**src/rtl/instr_encoder_pkg.sv**
```systemverilog
`default_nettype none
// ============================================================================
// Module : rv_enc_pkg
// Brief  : Opcode, command-format and FSM definitions for instr_encoder
// Rev    : 1.0  initial release
// ============================================================================
package rv_enc_pkg;

    localparam logic [6:0] OP_R      = 7'b0110011;
    localparam logic [6:0] OP_I      = 7'b0010011;
    localparam logic [6:0] OP_LOAD   = 7'b0000011;
    localparam logic [6:0] OP_STORE  = 7'b0100011;
    localparam logic [6:0] OP_BRANCH = 7'b1100011;
    localparam logic [6:0] OP_CUSTOM = 7'b0101011;

    localparam logic [2:0] FMT_R      = 3'd0;
    localparam logic [2:0] FMT_I      = 3'd1;
    localparam logic [2:0] FMT_LOAD   = 3'd2;
    localparam logic [2:0] FMT_STORE  = 3'd3;
    localparam logic [2:0] FMT_BRANCH = 3'd4;
    localparam logic [2:0] FMT_CUSTOM = 3'd5;

    typedef enum logic [1:0] {
        ST_IDLE  = 2'd0,
        ST_RUN   = 2'd1,
        ST_FLUSH = 2'd2,
        ST_DONE  = 2'd3
    } state_t;

    // One FIFO entry: every field the encoder may need, cmd_last excluded
    typedef struct packed {
        logic [2:0]  fmt;
        logic [4:0]  rd;
        logic [4:0]  rs1;
        logic [4:0]  rs2;
        logic [2:0]  funct3;
        logic [6:0]  funct7;
        logic [12:0] imm;
    } cmd_t;

endpackage
`default_nettype wire

```
**src/rtl/instr_encoder_if.sv**
```systemverilog
`default_nettype none
// ============================================================================
// Module : instr_encoder_if
// Brief  : Command handshake and instruction-memory write bus
// Rev    : 1.0  initial release
// ============================================================================
interface instr_encoder_if #(
    parameter int ADDR_W = 10
) ();
    logic              cmd_valid;
    logic              cmd_ready;
    logic [2:0]        cmd_fmt;
    logic [4:0]        cmd_rd;
    logic [4:0]        cmd_rs1;
    logic [4:0]        cmd_rs2;
    logic [2:0]        cmd_funct3;
    logic [6:0]        cmd_funct7;
    logic [12:0]       cmd_imm;
    logic              cmd_last;
    logic              imem_we;
    logic [ADDR_W-1:0] imem_addr;
    logic [31:0]       imem_wdata;

    modport master (
        output cmd_valid, cmd_fmt, cmd_rd, cmd_rs1, cmd_rs2,
               cmd_funct3, cmd_funct7, cmd_imm, cmd_last,
        input  cmd_ready, imem_we, imem_addr, imem_wdata
    );

    modport slave (
        input  cmd_valid, cmd_fmt, cmd_rd, cmd_rs1, cmd_rs2,
               cmd_funct3, cmd_funct7, cmd_imm, cmd_last,
        output cmd_ready, imem_we, imem_addr, imem_wdata
    );
endinterface
`default_nettype wire

```
**src/rtl/instr_encoder_sync_fifo.sv**
```systemverilog
`default_nettype none
// ============================================================================
// Module : sync_fifo
// Brief  : Single-clock FIFO, DEPTH a power of two, simultaneous push/pop
// Rev    : 1.0  initial release
// ============================================================================
module sync_fifo #(
    parameter int DEPTH = 4,
    parameter int WIDTH = 8
) (
    input  logic             clk,
    input  logic             rst_n,
    input  logic             push_i,
    input  logic [WIDTH-1:0] data_i,
    input  logic             pop_i,
    output logic [WIDTH-1:0] data_o,
    output logic             full_o,
    output logic             empty_o
);
    localparam int             PTR_W    = (DEPTH > 1) ? $clog2(DEPTH) : 1;
    localparam logic [PTR_W:0] FULL_CNT = (PTR_W+1)'(DEPTH);

    logic [WIDTH-1:0] mem_q [DEPTH];
    logic [PTR_W-1:0] wr_q;
    logic [PTR_W-1:0] rd_q;
    logic [PTR_W:0]   cnt_q;

    // Storage carries no reset; only the pointers define validity
    always_ff @(posedge clk) begin
        if (push_i) begin
            mem_q[wr_q] <= data_i;
        end
    end

    always_ff @(posedge clk or negedge rst_n) begin
        if (!rst_n) begin
            wr_q  <= '0;
            rd_q  <= '0;
            cnt_q <= '0;
        end else begin
            if (push_i) wr_q <= wr_q + 1'b1;
            if (pop_i)  rd_q <= rd_q + 1'b1;
            case ({push_i, pop_i})
                2'b10:   cnt_q <= cnt_q + 1'b1;
                2'b01:   cnt_q <= cnt_q - 1'b1;
                default: cnt_q <= cnt_q;
            endcase
        end
    end

    assign data_o  = mem_q[rd_q];
    assign full_o  = (cnt_q == FULL_CNT);
    assign empty_o = (cnt_q == '0);
endmodule
`default_nettype wire

```
**src/rtl/instr_encoder.sv**
```systemverilog
`default_nettype none
// ============================================================================
// Module : instr_encoder
// Brief  : RV32 field-level encoder and program loader; fmt 5 (CUSTOM) is
//          legal only when INSTR_ENC_CUSTOM_EN is defined
// Rev    : 1.0  initial release
// ============================================================================
module instr_encoder
    import rv_enc_pkg::*;
#(
    parameter int DEPTH     = 4,
    parameter int ADDR_W    = 10,
    parameter int BASE_ADDR = 0
) (
    input  logic              clk,
    input  logic              rst_n,
    input  logic              start_i,
    instr_encoder_if.slave    bus,
    output logic              busy_o,
    output logic              done_o,
    output logic              err_o
);
    localparam logic [ADDR_W-1:0] BASE = ADDR_W'(BASE_ADDR);

    state_t            state_q, state_d;
    cmd_t              push_cmd, head;
    logic              push, pop, full, empty;
    logic              enc_legal;
    logic [31:0]       enc_word;
    logic [ADDR_W-1:0] addr_q;
    logic [ADDR_W-1:0] waddr_q;
    logic [31:0]       wdata_q;
    logic              we_q;
    logic              err_q;

    assign push_cmd.fmt    = bus.cmd_fmt;
    assign push_cmd.rd     = bus.cmd_rd;
    assign push_cmd.rs1    = bus.cmd_rs1;
    assign push_cmd.rs2    = bus.cmd_rs2;
    assign push_cmd.funct3 = bus.cmd_funct3;
    assign push_cmd.funct7 = bus.cmd_funct7;
    assign push_cmd.imm    = bus.cmd_imm;

    assign bus.cmd_ready = (state_q == ST_RUN) && !full;
    assign push          = bus.cmd_valid && bus.cmd_ready;
    assign pop           = !empty && ((state_q == ST_RUN) || (state_q == ST_FLUSH));

    sync_fifo #(
        .DEPTH (DEPTH),
        .WIDTH ($bits(cmd_t))
    ) u_fifo (
        .clk     (clk),
        .rst_n   (rst_n),
        .push_i  (push),
        .data_i  (push_cmd),
        .pop_i   (pop),
        .data_o  (head),
        .full_o  (full),
        .empty_o (empty)
    );

    always_comb begin
        enc_word  = '0;
        enc_legal = 1'b1;
        case (head.fmt)
            FMT_R:      enc_word = {head.funct7, head.rs2, head.rs1, head.funct3, head.rd, OP_R};
            FMT_I:      enc_word = {head.imm[11:0], head.rs1, head.funct3, head.rd, OP_I};
            FMT_LOAD:   enc_word = {head.imm[11:0], head.rs1, head.funct3, head.rd, OP_LOAD};
            FMT_STORE:  enc_word = {head.imm[11:5], head.rs2, head.rs1, head.funct3,
                                    head.imm[4:0], OP_STORE};
            FMT_BRANCH: enc_word = {head.imm[12], head.imm[10:5], head.rs2, head.rs1, head.funct3,
                                    head.imm[4:1], head.imm[11], OP_BRANCH};
`ifdef INSTR_ENC_CUSTOM_EN
            FMT_CUSTOM: enc_word = {head.funct7, head.rs2, head.rs1, head.funct3, head.rd, OP_CUSTOM};
`endif
            default:    enc_legal = 1'b0;
        endcase
    end

    always_comb begin
        state_d = state_q;
        case (state_q)
            ST_IDLE:  if (start_i)                  state_d = ST_RUN;
            ST_RUN:   if (push && bus.cmd_last)     state_d = ST_FLUSH;
            // Empty here means the final pop has already been registered
            ST_FLUSH: if (empty)                    state_d = ST_DONE;
            ST_DONE:                                state_d = ST_IDLE;
            default:                                state_d = ST_IDLE;
        endcase
    end

    always_ff @(posedge clk or negedge rst_n) begin
        if (!rst_n) begin
            state_q <= ST_IDLE;
            addr_q  <= BASE;
            waddr_q <= BASE;
            wdata_q <= '0;
            we_q    <= 1'b0;
            err_q   <= 1'b0;
        end else begin
            state_q <= state_d;
            we_q    <= pop && enc_legal;
            if (pop && enc_legal) begin
                waddr_q <= addr_q;
                wdata_q <= enc_word;
                addr_q  <= addr_q + 1'b1;
                if (addr_q == '1) err_q <= 1'b1;
            end
            if (pop && !enc_legal) err_q <= 1'b1;
            if ((state_q == ST_IDLE) && start_i) begin
                addr_q <= BASE;
                err_q  <= 1'b0;
            end
        end
    end

    assign bus.imem_we    = we_q;
    assign bus.imem_addr  = waddr_q;
    assign bus.imem_wdata = wdata_q;
    assign busy_o         = (state_q != ST_IDLE);
    assign done_o         = (state_q == ST_DONE);
    assign err_o          = err_q;
endmodule
`default_nettype wire

```
**src/flat_wrapper.sv**
```systemverilog
// flat-port wrapper written by rule: the top's interface ports become plain ports
module instr_encoder_flat import rv_enc_pkg::*;
#(
    parameter int DEPTH     = 4,
    parameter int ADDR_W    = 10,
    parameter int BASE_ADDR = 0
)
  (clk, rst_n, start_i, busy_o, done_o, err_o, bus_cmd_valid, bus_cmd_fmt, bus_cmd_rd, bus_cmd_rs1, bus_cmd_rs2, bus_cmd_funct3, bus_cmd_funct7, bus_cmd_imm, bus_cmd_last, bus_cmd_ready, bus_imem_we, bus_imem_addr, bus_imem_wdata);
  instr_encoder_if #(.ADDR_W(ADDR_W)) bus_i ();
  input  logic clk;
  input  logic rst_n;
  input  logic start_i;
  output logic busy_o;
  output logic done_o;
  output logic err_o;
  input wire logic [$bits(bus_i.cmd_valid)-1:0] bus_cmd_valid;
  input wire logic [$bits(bus_i.cmd_fmt)-1:0] bus_cmd_fmt;
  input wire logic [$bits(bus_i.cmd_rd)-1:0] bus_cmd_rd;
  input wire logic [$bits(bus_i.cmd_rs1)-1:0] bus_cmd_rs1;
  input wire logic [$bits(bus_i.cmd_rs2)-1:0] bus_cmd_rs2;
  input wire logic [$bits(bus_i.cmd_funct3)-1:0] bus_cmd_funct3;
  input wire logic [$bits(bus_i.cmd_funct7)-1:0] bus_cmd_funct7;
  input wire logic [$bits(bus_i.cmd_imm)-1:0] bus_cmd_imm;
  input wire logic [$bits(bus_i.cmd_last)-1:0] bus_cmd_last;
  output wire logic [$bits(bus_i.cmd_ready)-1:0] bus_cmd_ready;
  output wire logic [$bits(bus_i.imem_we)-1:0] bus_imem_we;
  output wire logic [$bits(bus_i.imem_addr)-1:0] bus_imem_addr;
  output wire logic [$bits(bus_i.imem_wdata)-1:0] bus_imem_wdata;
  assign bus_i.cmd_valid = bus_cmd_valid;
  assign bus_i.cmd_fmt = bus_cmd_fmt;
  assign bus_i.cmd_rd = bus_cmd_rd;
  assign bus_i.cmd_rs1 = bus_cmd_rs1;
  assign bus_i.cmd_rs2 = bus_cmd_rs2;
  assign bus_i.cmd_funct3 = bus_cmd_funct3;
  assign bus_i.cmd_funct7 = bus_cmd_funct7;
  assign bus_i.cmd_imm = bus_cmd_imm;
  assign bus_i.cmd_last = bus_cmd_last;
  assign bus_cmd_ready = bus_i.cmd_ready;
  assign bus_imem_we = bus_i.imem_we;
  assign bus_imem_addr = bus_i.imem_addr;
  assign bus_imem_wdata = bus_i.imem_wdata;
  instr_encoder #(.DEPTH(DEPTH), .ADDR_W(ADDR_W), .BASE_ADDR(BASE_ADDR)) u_core (.clk(clk), .rst_n(rst_n), .start_i(start_i), .bus(bus_i), .busy_o(busy_o), .done_o(done_o), .err_o(err_o));
endmodule
```
**config.mk**
```make
export PLATFORM = sky130hd
export DESIGN_NAME = instr_encoder_flat
export DESIGN_NICKNAME = d
export VERILOG_FILES = /design/src/rtl/instr_encoder_pkg.sv /design/src/rtl/instr_encoder_if.sv /design/src/rtl/instr_encoder_sync_fifo.sv /design/src/rtl/instr_encoder.sv /design/src/flat_wrapper.sv
export SDC_FILE = /design/constraint.sdc
export NUM_CORES = 1
export LEC_CHECK = 0
export BUFFER_PORTS_ARGS = -buffer_cell sky130_fd_sc_hd__clkbuf_2
export CORE_MARGIN = 4
export CORE_UTILIZATION = 45
export CTS_BUF_LIST = sky130_fd_sc_hd__clkbuf_4
export DETAILED_ROUTE_END_ITERATION = 7
export PLACE_DENSITY = 0.72
export SYNTH_ARGS = -nofsm -noshare
export SYNTH_HDL_FRONTEND = slang
export SYNTH_SLANG_ARGS = --single-unit
```
**constraint.sdc**
```tcl
create_clock -name clk -period 3.1 [get_ports clk]
set_input_delay 0.465 -clock clk [delete_from_list [all_inputs] [get_ports clk]]
set_output_delay 0.465 -clock clk [all_outputs]
set_load 0.02 [all_outputs]
```
**Yosys cells after proc, flatten, opt, wreduce, memory -nomap -nowiden**

Memory sizes are Yosys's and may differ from the RTL's.
Cells that the tools add are included.

- Register bits after elaboration: 63
- RAM bits: 164
- Input bits: 46
- Logic and storage cells: 66
- Memories kept: 1

Memories:

| memory | words | width | rd ports | clocked after Yosys merged registers in | write ports | line | RTL |
|---|---|---|---|---|---|---|---|
| u_core.u_fifo.mem_q | 4 | 41 | 1 | 0 | 1 | instr_encoder_sync_fifo.sv:23 | `logic [WIDTH-1:0] mem_q [DEPTH];` |

- Add/sub/neg operators: 5
- Equal/unequal tests: 14
- Mux-type cells: 15
- Reductions and logical operators: 22

Operator list:

| operator | count |
|---|---|
| $pmux W32 S5 | 1 |
| $mux W10 | 2 |
| $add A10 B1 Y10 const B | 1 |
| $eq A10 B10 Y1 const B | 1 |
| $pmux W2 S4 | 1 |
| $logic_and A1 B1 Y1 | 7 |
| $mux W1 | 7 |
| $eq A2 B2 Y1 const B | 3 |
| $eq A3 B2 Y1 const B | 2 |
| $eq A3 B3 Y1 const B | 2 |
| $logic_not A3 Y1 | 2 |
| $mux W2 | 3 |
| $pmux W3 S2 | 1 |
| $reduce_bool A2 Y1 | 3 |
| $reduce_bool A3 Y1 | 2 |
| $reduce_or A5 Y1 | 1 |
| $add A2 B1 Y2 const B | 2 |
| $eq A2 B1 Y1 const B | 2 |
| $ne A2 B2 Y1 const B | 2 |
| $add A3 B1 Y3 const B | 1 |
| $eq A3 B1 Y1 const B | 1 |
| $logic_not A1 Y1 | 3 |
| $reduce_and A3 Y1 | 1 |
| $sub A3 B1 Y3 const B | 1 |
| other kinds (4) | 4 |

**Logic depth before layout (Yosys ltp)**

Gate-level depths: netlist of the first run.
An unclocked memory read counts as a cell.

- Depth after elaboration: 8
- Gate-level depth with buffers: 11

**Hierarchy**

Synthesis of the first run repeated with hierarchy kept, for this count alone.

- Cell total of the unflattened synthesis: 484
- Area total of the unflattened synthesis: 8969.9 um2

By module, submodules not included:

| module | times used | cells each | area each (um2) |
|---|---|---|---|
| sync_fifo | 1 | 252 | 6368.6 |
| instr_encoder | 1 | 232 | 2601.2 |

**Least setup slack after synthesis of the first run**

OpenSTA, ideal clock, no wires.

- Path type: register -> register
- From: register u_core.state_q[1]
- To: memory u_core.u_fifo.mem_q[0][0] (netlist name), enable pin
- Setup time: 0.402 ns
- Arrival: 2.072 ns
- Data required time: 2.698 ns
- Path slack: 0.626 ns
- Cell stages (with the launch flop): 6
- Path buffers: 1
- Path through: dfrtp_1 -> inv_1 -> ha_1 -> and3_1 -> clkbuf_1 -> and2_1

- Cells in the longest elaborated chain, start to end: 5

Ends and longest elaborated chain:

| element | line | RTL |
|---|---|---|
| from (decl) | instr_encoder.sv:25 | `state_t state_q, state_d;` |
| from (signal assigned) | instr_encoder.sv:101 | `state_q <= state_d;` |
| $eq A2 B1 Y1 | instr_encoder.sv:44 | `assign bus.cmd_ready = (state_q == ST_RUN) && !full;` |
| $logic_and A1 B1 Y1 | instr_encoder.sv:44 |  |
| $logic_and A1 B1 Y1 | instr_encoder.sv:45 | `assign push = bus.cmd_valid && bus.cmd_ready;` |
| $mux W1 | instr_encoder_sync_fifo.sv:30 | `if (push_i) begin` |
| $mux W1 (implied by the code) | instr_encoder_sync_fifo.sv:31 | `mem_q[wr_q] <= data_i;` |
| to (decl) | instr_encoder_sync_fifo.sv:23 |  |

Every way passes these cells.

**Final worst setup path of the first run**

- From: register u_core.u_fifo.cnt_q[0]
- To: register u_core.u_fifo.cnt_q[2]

- Cells in the longest elaborated chain, start to end: 6
- Elaborated cells between the ends (all ways): 13

Ends and longest elaborated chain:

| element | line | RTL |
|---|---|---|
| from (decl) | instr_encoder_sync_fifo.sv:26 | `logic [PTR_W:0] cnt_q;` |
| from (signal assigned) | instr_encoder_sync_fifo.sv:44 | `2'b10: cnt_q <= cnt_q + 1'b1;` |
| from (signal assigned) | instr_encoder_sync_fifo.sv:45 | `2'b01: cnt_q <= cnt_q - 1'b1;` |
| from (signal assigned) | instr_encoder_sync_fifo.sv:46 | `default: cnt_q <= cnt_q;` |
| $eq A3 B3 Y1 | instr_encoder_sync_fifo.sv:52 | `assign full_o = (cnt_q == FULL_CNT);` |
| $logic_not A1 Y1 | instr_encoder.sv:44 |  |
| $logic_and A1 B1 Y1 | instr_encoder.sv:44 |  |
| $logic_and A1 B1 Y1 | instr_encoder.sv:45 |  |
| $eq A2 B1 Y1 / $eq A2 B2 Y1 (equally long branches) | instr_encoder_sync_fifo.sv:43 | `case ({push_i, pop_i})` |
| $pmux W3 S2 / $reduce_bool A2 Y1 (equally long branches) | n/a |  |

Parallel ways exist; a longest one is shown, timed or not.
A chain may end at the register's enable or synchronous reset.

==> summary.md, run 1 <==
| Metric | Value |
|---|---|
| First-pass GRT wire length | 30,000 um |
| IO Port Bufs | 90 |
| Fin util | 55.3% |
| CP Class | reg -> reg |
| GRT Total Usage | 17.4% |
| DRC | 0 |
| Drt initial violations | 354 |
| Non-Filler Instances | 983 |
| Arrival @ worst endpoint | 2.97 ns |
| Post_cts resized | 0 |
| Vias in the first global route | 5,624 |
| Clock sink count | 224 |
| Post-DRT Antenna Nets | 0 |
| Ranking of synthesized cells by area | edfxtp_1 (55%), dfrtp_1 (17%), mux4_2 (10%) |
| Initial Utilization | 45.8% |
| HPWL Detailed | 12,100 um |
| Peak VDD IR | 0.000497 V |
| Diode count | 0 |
| Layout cell share with drive strength beyond 1 | 37.0% |
| Max frequency | 416 MHz |
| Die area | 22,100 um2 |
| Die width | 149 um |
| Synth Instances | 508 |
| Slew headroom | 30.9% |
| Root buffer cell | clkbuf_4 |
| Most frequent cells in the layout | edfxtp_1 (164), clkbuf_2 (89), clkbuf_4 (84) |
| Clk_skew | 0.0712 ns |
| # rows | 51 |
| Hold Path Sink | u_core.u_fifo.mem_q[1][34] |
| Max clock buf depth | 3 |
| Inst Count DP | 847 |
| Die Y | 149 um |
| Startpoint types | flop |
| LEAKAGE | 4.06 nW |
| Worst r2r src | u_core.u_fifo.cnt_q[0] |
| Status | complete, no violations |
| Share of the synthesized area in the top cell type | 55.2% |
| TNS Setup | 0 ns |
| RSZ-0062 raised after global routing | no |
| Main synth FF type | edfxtp_1 |
| Async S/R FF share, synth | 26.8% |
| R2r setup slk | 0.70 ns |
| Cell type with the largest total area after synthesis | edfxtp_1 |
| CP Capture Type | flop |
| WL final | 18,900 um |
| Clock transition at the registers of the reported paths | 0.07 ns |
| Hold WC Path Type | in -> reg |
| Critical Path RT | 3.67 ns |
| Cell Pwr Density | 975 nW/um2 |
| Core area | 19,500 um2 |
| Initial antenna violation count | 0 |
| Routed vias | 5,276 |
| Max Slew Vio Count | 0 |
| Final Net Count | 731 |
| Sequential share of the synthesized area | 72.1% |
| Synth Register Bits | 224 |
| Critical Path Fanout Max | 8 |
| DRT Pass-1 Iters | 5 |
| Final setup viols | 0 |
| Final GP Congestion | 0.836 |
| Mapped Area | 8910 um2 |
| Final hold viol count | 0 |
| Tightest Pin Transition | 1.04 ns |
| CTS tree | done |
| Synth warn | 0 |
| Vias/cell | 5.37 |
| Count of unique library cells instantiated by Yosys | 53 |
| Clk_lat worst skew | 0.67 ns |
| Pin count of the biggest net entering global routing | 46 |
| Number of synthesized flops with an enable pin | 164 |
| Max Cap Viol | 0 |
| # fillers | 1,536 |
| Hold Path Stages | 1 |
| Grt ovf | 0 |
| Tmin final | 2.40 ns |
| HP Start | bus_cmd_rd[1] |
| Final period utilization | 77.5% |
| Commonest non-fill, non-tap cell in the layout | edfxtp_1 |
| FF-to-FF path depth | 9 |
| H-tree depth | 2 |
| Wire per inst | 19.2 um |
| Area Growth Syn to Fin | 20.8% |
| Ports | 93 |
| Num CTS Buffers | 56 |
| Reg-to-reg critical path endpoint | u_core.u_fifo.cnt_q[2] |
| Mean Syn Cell Area | 17.5 um2 |
[final cells by class]
type / instances / area (um2) / area share (%)
Sequential cell: 224 / 6430 / 59.7
Inverter: 16 / 60.1 / 0.558
Multi-Input combinational cell: 238 / 2300 / 21.3
Tap cell: 265 / 332 / 3.08
Clock inverter: 19 / 86.3 / 0.801
Clock buffer: 84 / 631 / 5.85
Timing Repair Buffer: 137 / 936 / 8.69
[timing repair]
action / CTS / global route
buffers inserted: 0 / 0
hold buffers: 33 / 0
endpoints found under the hold margin: 151 / 0
[flip-flops by register name, summed over array words and instances, names as in the netlist]
name and flops:
u_core.addr_q 10, u_core.err_o 1, u_core.u_fifo.wr_q 2, u_core.u_fifo.rd_q 2, u_core.bus.imem_addr 10, u_core.bus.imem_wdata 29
u_core.state_q 2, u_core.bus.imem_we 1, u_core.u_fifo.cnt_q 3, u_core.u_fifo.mem_q 164
[critical path, stage by stage, from the launching register on]
cell     delay (ns)
dfrtp_1        0.43
or3b_2         0.49
and3_1         0.29
inv_1          0.09
ha_1           0.17
inv_1          0.06
fa_1           0.37
xor2_1         0.15
nor2_1         0.11
xor2_1         0.17
[cell usage after synthesis (all sizes together) (4+ instances only)]
| master | count |
|---|---|
| o21ai | 16 |
| nand3 | 13 |
| and2 | 5 |
| buf | 14 |
| clkbuf | 17 |
| inv | 16 |
| mux4 | 41 |
| nand2 | 19 |
| xnor2 | 4 |
| o31ai | 6 |
| nor3 | 5 |
| nor2 | 10 |
| a31oi | 13 |
| edfxtp | 164 |
| a21oi | 24 |
| or4 | 5 |
| dfrtp | 60 |
| ha | 11 |
| or3 | 4 |
| mux2 | 19 |
[worst max path at each step]
stage / start / endpoint / slack (ns) / depth (start not counted)
6_report: u_core.u_fifo.cnt_q[0] / u_core.u_fifo.cnt_q[2] / 0.70 / 9
2_1_floorplan: u_core.state_q[1] / u_core.u_fifo.mem_q[0][0] / 0.63 / 5
4_1_cts: u_core.u_fifo.rd_q[0] / u_core.bus.imem_wdata[15] / 0.65 / 5
5_1_grt: u_core.u_fifo.cnt_q[1] / u_core.u_fifo.cnt_q[2] / 0.50 / 9
3_5_place_dp: u_core.u_fifo.cnt_q[0] / u_core.u_fifo.cnt_q[2] / 0.70 / 9
3_3_place_gp: u_core.u_fifo.cnt_q[0] / u_core.u_fifo.cnt_q[2] / 0.80 / 9
[cell families (layout without fill, tap and decap cells)]
| kind of cell | after synthesis | count (layout) | synth area share, % |
|---|---|---|---|
| compound gates | 75 | 75 | 5.15 |
| xor+xnor | 7 | 7 | 0.688 |
| fa+ha+maj | 12 | 12 | 1.77 |
| buf+inv | 47 | 256 | 2.33 |
| flops | 224 | 224 | 72.1 |
| mux | 61 | 61 | 12.9 |
| other cells | 1 | 2 | 0.0421 |
| simple gates | 81 | 81 | 5.07 |
[metrics by stage]
stage	hold slack (ns)	power [mW]	area [um2]	worst slack, ns
finish	0.0682	10.5	10800	0.697
global placement	0.472	8.00	9720	0.800
floorplan	0.169	6.97	8920	0.626
global route	0.00853	11.2	10800	0.503
detailed placement	0.492	8.17	9720	0.698
CTS	0.00684	10.6	10800	0.647
[report_power, final]
part,switching (mW),internal (mW),total (mW)
logic,2.32,1.63,3.96
registers,0.342,3.81,4.15
clock network,1.15,1.25,2.39
[routing by layer]
layer / global-route usage [%] / vias up / part of all wire [%]
li1: - / 2378 / -
met1: 22.8 / 2633 / 41
met2: 28.8 / 224 / 50
met3: 3.92 / 41 / 6.1
met4: 6.77 / 0 / 2.2
met5: 0 / - / 0
Power figures use the tool's default switching activity.
==> inputs of run 2 (changes only) <==
--- a/config.mk
+++ b/config.mk
@@ -10,7 +10,7 @@
 export CORE_UTILIZATION = 45
 export CTS_BUF_LIST = sky130_fd_sc_hd__clkbuf_4
 export DETAILED_ROUTE_END_ITERATION = 7
-export PLACE_DENSITY = 0.72
+export PLACE_DENSITY = 0.74
 export SYNTH_ARGS = -nofsm -noshare
 export SYNTH_HDL_FRONTEND = slang
 export SYNTH_SLANG_ARGS = --single-unit
==> constraint.sdc (replaced) <==
create_clock -name clk -period 2.14 [get_ports clk]
set_input_delay 0.321 -clock clk [delete_from_list [all_inputs] [get_ports clk]]
set_output_delay 0.321 -clock clk [all_outputs]
set_load 0.02 [all_outputs]
==> summary.md, run 2 (synthesis gave the netlist of run 1 again) <==
| Metric | Value |
|---|---|
| Vias in the first global route | 5,890 (+4.7%) |
| Sw Share | 35.6% (-0.65 points) |
| Slew headroom | 61.3% (+30 points) |
| Die Y | 149 um (unchanged) |
| Max Cap Viol | 0 (unchanged) |
| Max Slew Vio Count | 0 (unchanged) |
| Clk pwr share | 21.9% (-0.9 points) |
| CP Capture Type | flop |
| Met2 GRT Util | 30.8% (+2.0 points) |
| WL final | 19,600 um (+3.4%) |
| # rows | 51 (unchanged) |
| Clock transition at the registers of the reported paths | 0.08 ns (about the same) |
| Layout cell share with drive strength beyond 1 | 40.9% (+3.8 points) |
| Final Net Count | 770 (+5.3%) |
| IO Port Bufs | 90 (unchanged) |
| # fillers | 1,457 (-5.1%) |
| RSZ-0062 raised after global routing | yes |
| Post-DRT Antenna Nets | 0 (unchanged) |
| Post-DP Area | 9980 um2 (+2.7%) |
| Critical Path RT | 2.64 ns (-1.03 ns) |
| Diode count | 0 (unchanged) |
| Vias/cell | 5.30 (-1.3%) |
| LEAKAGE | 4.31 nW (+6.0%) |
| Clock sink count | 224 (unchanged) |
| Final hold viol count | 0 (unchanged) |
| Final period utilization | 99.3% (+22 points) |
| Initial Utilization | 45.8% (unchanged) |
| Final setup viols | 0 (unchanged) |
| Ports | 93 (unchanged) |
| Num CTS Buffers | 56 (unchanged) |
| M1 GR Usage | 22.8% (+0.063 points) |
| Tightest Pin Transition | 0.581 ns (-0.455 ns) |
| Non-Filler Instances | 1,023 (+4.1%) |
| Pin count of the biggest net entering global routing | 41 (-11%) |
| Die width | 149 um (unchanged) |
| Max clock buf depth | 3 (unchanged) |
| Cell Pwr Density | 1430 nW/um2 (+47%) |
| Final worst slack | 0.0142 ns (-0.682 ns) |
| Tmin final | 2.13 ns (-0.278 ns) |
| Clk_skew | 0.0570 ns (-0.0142 ns) |
| Peak VDD IR | 0.000879 V (+77%) |
| CTS tree | done |
| CP Class | reg -> reg |
| First-pass GRT wire length | 31,000 um (+3.4%) |
| Core area | 19,500 um2 (unchanged) |
| Commonest non-fill, non-tap cell in the layout | edfxtp_1 |
| Max frequency | 470 MHz (+13%) |
| Pre-CTS WS | -0.0115 ns (-0.709 ns) |
| Hold WC Path Type | in -> async |
| DRT Pass-1 Iters | 5 (unchanged) |
| Inst Count DP | 869 (+2.6%) |
| Logic pwr share | 41.2% (+3.5 points) |
| Status | complete, no violations |
| Die area | 22,100 um2 (unchanged) |
| Routed vias | 5,417 (+2.7%) |
| Largest register FFs | 164 (unchanged) |
| Drt initial violations | 273 (-23%) |
| Met3 Resource Use GR | 4.16% (+0.24 points) |
| H-tree depth | 2 (unchanged) |
| Arrival @ worst endpoint | 2.62 ns (-0.35 ns) |
| Design Power | 16.2 mW (+55%) |
| Initial antenna violation count | 0 (unchanged) |
| Most used routing layer | met2 |
| Final GP Congestion | 0.792 (-5.3%) |
| Clk_lat worst skew | 0.67 ns (about the same) |
| WHS | 0.188 ns (+0.120 ns) |
| Area Growth Syn to Fin | 27.1% |
| GRT Total Usage | 18.1% (+0.66 points) |
| Reg with most FFs | u_core.u_fifo.mem_q |
| Root buffer cell | clkbuf_4 |
| HPWL Detailed | 12,300 um (+1.4%) |
| Psw | 5.78 mW (+52%) |
| Finished Cell Area | 11,300 um2 (+5.2%) |
| Sequential Power Share | 36.9% (-2.6 points) |
| Startpoint types | flop |
| Grt ovf | 0 (unchanged) |
| DRC | 0 (unchanged) |
| Critical Path Fanout Max | 14 (+6) |
| Most frequent cells in the layout | edfxtp_1 (164), clkbuf_2 (88), clkbuf_4 (84) |
| Wire per inst | 19.1 um (-0.64%) |
| Internal | 10.4 mW (+56%) |
==> run 2: changes by cell type in the layout (fill, tap and decap cells not counted), moves of 3 or more <==
| cell | change |
|---|---|
| buf_12 | +6 |
| inv_1 | -3 |
| clkinv_1 | +4 |
| clkinv_2 | -3 |
| buf_4 | +19 |
| dlygate4sd3_1 | +10 |
==> run 2: routing by layer <==
layer | wire, um | part of all wire [%]
met2 | 10100 | 52
met1 | 7700 | 39
met3 | 1310 | 6.7
met5 | 0 | 0
met4 | 429 | 2.2
==> run 2: final cells by class <==
class                           instances  area (um2)  share of cell area (%)
Tap cell                              265         332                    2.93
Clock buffer                           84         631                    5.57
Inverter                               16        67.6                   0.596
Timing Repair Buffer                  176        1390                    12.2
Multi-Input combinational cell        238        2370                    21.0
Sequential cell                       224        6430                    56.7
Clock inverter                         20         108                   0.950
==> run 2: repair_timing <==
action / CTS / global route
buffers inserted: 2 / 4
hold endpoints to repair: 187 / 0
pin swaps: 2 / 7
hold buffers: 43 / 0
resized for setup: 8 / 22
setup endpoints to repair: 8 / 35
cloned: 0 / 1
==> run 2: worst max-delay path, cell delays in order, from the launching register on <==
cell	delay, ns
dfrtp_2	0.49
mux4_2	0.60
o21ai_2	0.21
nand2_2	0.14
inv_8	0.15
mux2_2	0.35
==> run 2: power by group through the flow <==
stage	clock network, mW	logic (mW)	registers (mW)
floorplan	0	3.81	6.35
global placement	0	5.94	6.02
detailed placement	0	6.20	6.07
CTS	3.65	6.40	5.99
global route	3.93	7.22	6.06
finish	3.55	6.69	5.99
==> run 2: worst paths after layout <==
kind	startpoint	endpoint	slack [ns]	depth (start not counted)
setup / recovery	u_core.u_fifo.rd_q[0]	u_core.bus.imem_wdata[18]	0.01	5
hold / removal	rst_n	u_core.bus.imem_wdata[20]	0.19	2
setup reg to reg	u_core.u_fifo.rd_q[0]	u_core.bus.imem_wdata[18]	0.01	5
hold reg to reg	u_core.bus.imem_addr[7]	u_core.bus.imem_addr[7]	0.51	1
max in group asynchronous	rst_n	u_core.bus.imem_wdata[17]	1.27	3
min in group clk	bus_cmd_last	u_core.state_q[0]	0.19	4
==> run 2: through the flow <==
stage	utilization (%)	TNS, ns
6_report	58.2	0
2_1_floorplan	-	-0.00837
5_1_grt	58.2	-0.282
3_3_place_gp	51.3	0
3_5_place_dp	51.3	-0.0223
4_1_cts	57.5	0
==> inputs of run 3 (changes only) <==
--- a/config.mk
+++ b/config.mk
@@ -10,7 +10,8 @@
 export CORE_UTILIZATION = 45
 export CTS_BUF_LIST = sky130_fd_sc_hd__clkbuf_4
 export DETAILED_ROUTE_END_ITERATION = 7
-export PLACE_DENSITY = 0.74
+export PLACE_DENSITY = 0.72
+export SKIP_CTS_REPAIR_TIMING = 1
 export SYNTH_ARGS = -nofsm -noshare
 export SYNTH_HDL_FRONTEND = slang
 export SYNTH_SLANG_ARGS = --single-unit
==> constraint.sdc (replaced) <==
create_clock -name clk -period 2.4 [get_ports clk]
set_input_delay 0.36 -clock clk [delete_from_list [all_inputs] [get_ports clk]]
set_output_delay 0.36 -clock clk [all_outputs]
set_load 0.02 [all_outputs]
==> summary.md, run 3 (synthesis gave the netlist of run 1 again) <==
| Metric | Value |
|---|---|
| Status | complete, no violations |
| Final GP Congestion | 0.785 (-0.86%) |
| Inst Count DP | 854 (-1.7%) |
| Max frequency | 436 MHz (-7.2%) |
| Die Y | 149 um (unchanged) |
| Post-DRT Antenna Nets | 0 (unchanged) |
| Clock transition at the registers of the reported paths | 0.07 ns (about the same) |
| Clock sink count | 224 (unchanged) |
| Layout cell share with drive strength beyond 1 | 38.0% (-2.9 points) |
| Vias in the first global route | 5,321 (-9.7%) |
| Most frequent cells in the layout | edfxtp_1 (164), clkbuf_4 (89), clkbuf_2 (89) |
| Clk_skew | 0.0433 ns (-0.0136 ns) |
| Tmin final | 2.29 ns (+0.166 ns) |
| Peak VDD IR | 0.000679 V (-23%) |
| Most used routing layer | met2 |
| Met3 Resource Use GR | 4.92% (+0.76 points) |
| CTS tree | done |
| Slew headroom | 61.2% (about the same) |
| Num CTS Buffers | 57 (+1.8%) |
| Final hold viol count | 0 (unchanged) |
| Pre-CTS WS | 0.105 ns (+0.116 ns) |
| Critical Path Fanout Max | 5 (-9) |
| First-pass GRT wire length | 29,400 um (-5.3%) |
| CP Capture Type | flop |
| Final period utilization | 95.5% (-3.8 points) |
| Die width | 149 um (unchanged) |
| Initial Utilization | 45.8% (unchanged) |
| TNS Setup | 0 ns (unchanged) |
| Reg with most FFs | u_core.u_fifo.mem_q |
| LEAKAGE | 4.18 nW (-3.0%) |
| Routed vias | 5,327 (-1.7%) |
| Initial antenna violation count | 0 (unchanged) |
| Wire per inst | 18.8 um (-1.7%) |
| Met2 GRT Util | 28.1% (-2.7 points) |
| Final Net Count | 752 (-2.3%) |
| Max Cap Viol | 0 (unchanged) |
| Commonest non-fill, non-tap cell in the layout | edfxtp_1 |
| Drt initial violations | 367 (+34%) |
| Arrival @ worst endpoint | 2.87 ns (+0.25 ns) |
| Largest register FFs | 164 (unchanged) |
| M1 GR Usage | 22.5% (-0.37 points) |
| Startpoint types | flop |
| DRC | 0 (unchanged) |
| IO Port Bufs | 90 (unchanged) |
| DRT Pass-1 Iters | 5 (unchanged) |
| Ports | 93 (unchanged) |
| Vias/cell | 5.28 (-0.20%) |
| Hold WC Path Type | in -> reg |
| Grt ovf | 0 (unchanged) |
| Final worst slack | 0.108 ns (+0.0939 ns) |
| Design Power | 13.9 mW (-14%) |
| GRT Total Usage | 17.2% (-0.94 points) |
| Area Growth Syn to Fin | 23.5% |
| Final setup viols | 0 (unchanged) |
| HPWL Detailed | 11,900 um (-3.1%) |
| Core area | 19,500 um2 (unchanged) |
| Diode count | 0 (unchanged) |
| Pin count of the biggest net entering global routing | 41 (unchanged) |
| Die area | 22,100 um2 (unchanged) |
| H-tree depth | 2 (unchanged) |
| # rows | 51 (unchanged) |
| Max Slew Vio Count | 0 (unchanged) |
| Cell Pwr Density | 1260 nW/um2 (-12%) |
| WL final | 18,900 um (-3.1%) |
| WHS | 0.0246 ns (-0.164 ns) |
| Tightest Pin Transition | 0.581 ns (+0.000491 ns) |
| Non-Filler Instances | 1,008 (-1.5%) |
| CP Class | reg -> reg |
| Max clock buf depth | 3 (unchanged) |
| Clk_lat worst skew | 0.67 ns (about the same) |
| Critical Path RT | 2.97 ns (+0.33 ns) |
| Root buffer cell | clkbuf_4 |
run 3: changes by cell type in the layout (fill, tap and decap cells not counted), sizes merged:
cell	previous run	this run
buf	44	26
clkbuf	173	178
bufinv	1	0
clkinv	19	18
dlygate4sd3	43	42
inv	16	17
run 3: final timing paths:
kind	from	to	slack (ns)	cells past startpoint
max in group asynchronous	rst_n	u_core.bus.imem_wdata[17]	1.51	3
worst max-delay path	u_core.u_fifo.cnt_q[0]	u_core.u_fifo.cnt_q[2]	0.11	9
worst min register to register	u_core.u_fifo.cnt_q[2]	u_core.u_fifo.cnt_q[2]	0.49	1
min in group asynchronous	rst_n	u_core.bus.imem_wdata[29]	0.23	2
worst min-delay path	start_i	u_core.err_o	0.02	3
worst max register to register	u_core.u_fifo.cnt_q[0]	u_core.u_fifo.cnt_q[2]	0.11	9
run 3: worst max-delay path: stages (launching register included):
cell and delay, ns:
dfrtp_2 0.43, or3b_2 0.47, and3_1 0.22, inv_1 0.06, ha_2 0.18, inv_1 0.05, fa_1 0.37, xor2_1 0.15
nor2_1 0.13, xor2_1 0.14
run 3: per-layer routing:
layer,routed length (um),up-vias
met5,0,-
met4,287,0
met3,1290,26
met2,9570,209
met1,7800,2664
li1,-,2428
run 3: report_power, final:
group | internal (mW) | switching [mW]
logic | 2.29 | 3.04
registers | 4.93 | 0.464
clock network | 1.69 | 1.48
run 3: through the flow:
step | util [%] | cell area (um2)
final | 56.6 | 11000
after global routing | 56.6 | 11000
after CTS | 54.2 | 10600
after detailed placement | 50.4 | 9800
after global placement | 50.4 | 9800
after floorplan | - | 8920
run 3: cell type report:
class                      instances  area, um2
timing repair buffer             157       1140
clock buffer                      89        668
multi-input combinational        238       2300
sequential                       224       6430
tap                              265        332
inverter                          16       60.1
clock inverter                    19       81.3
fill                            1520       8450
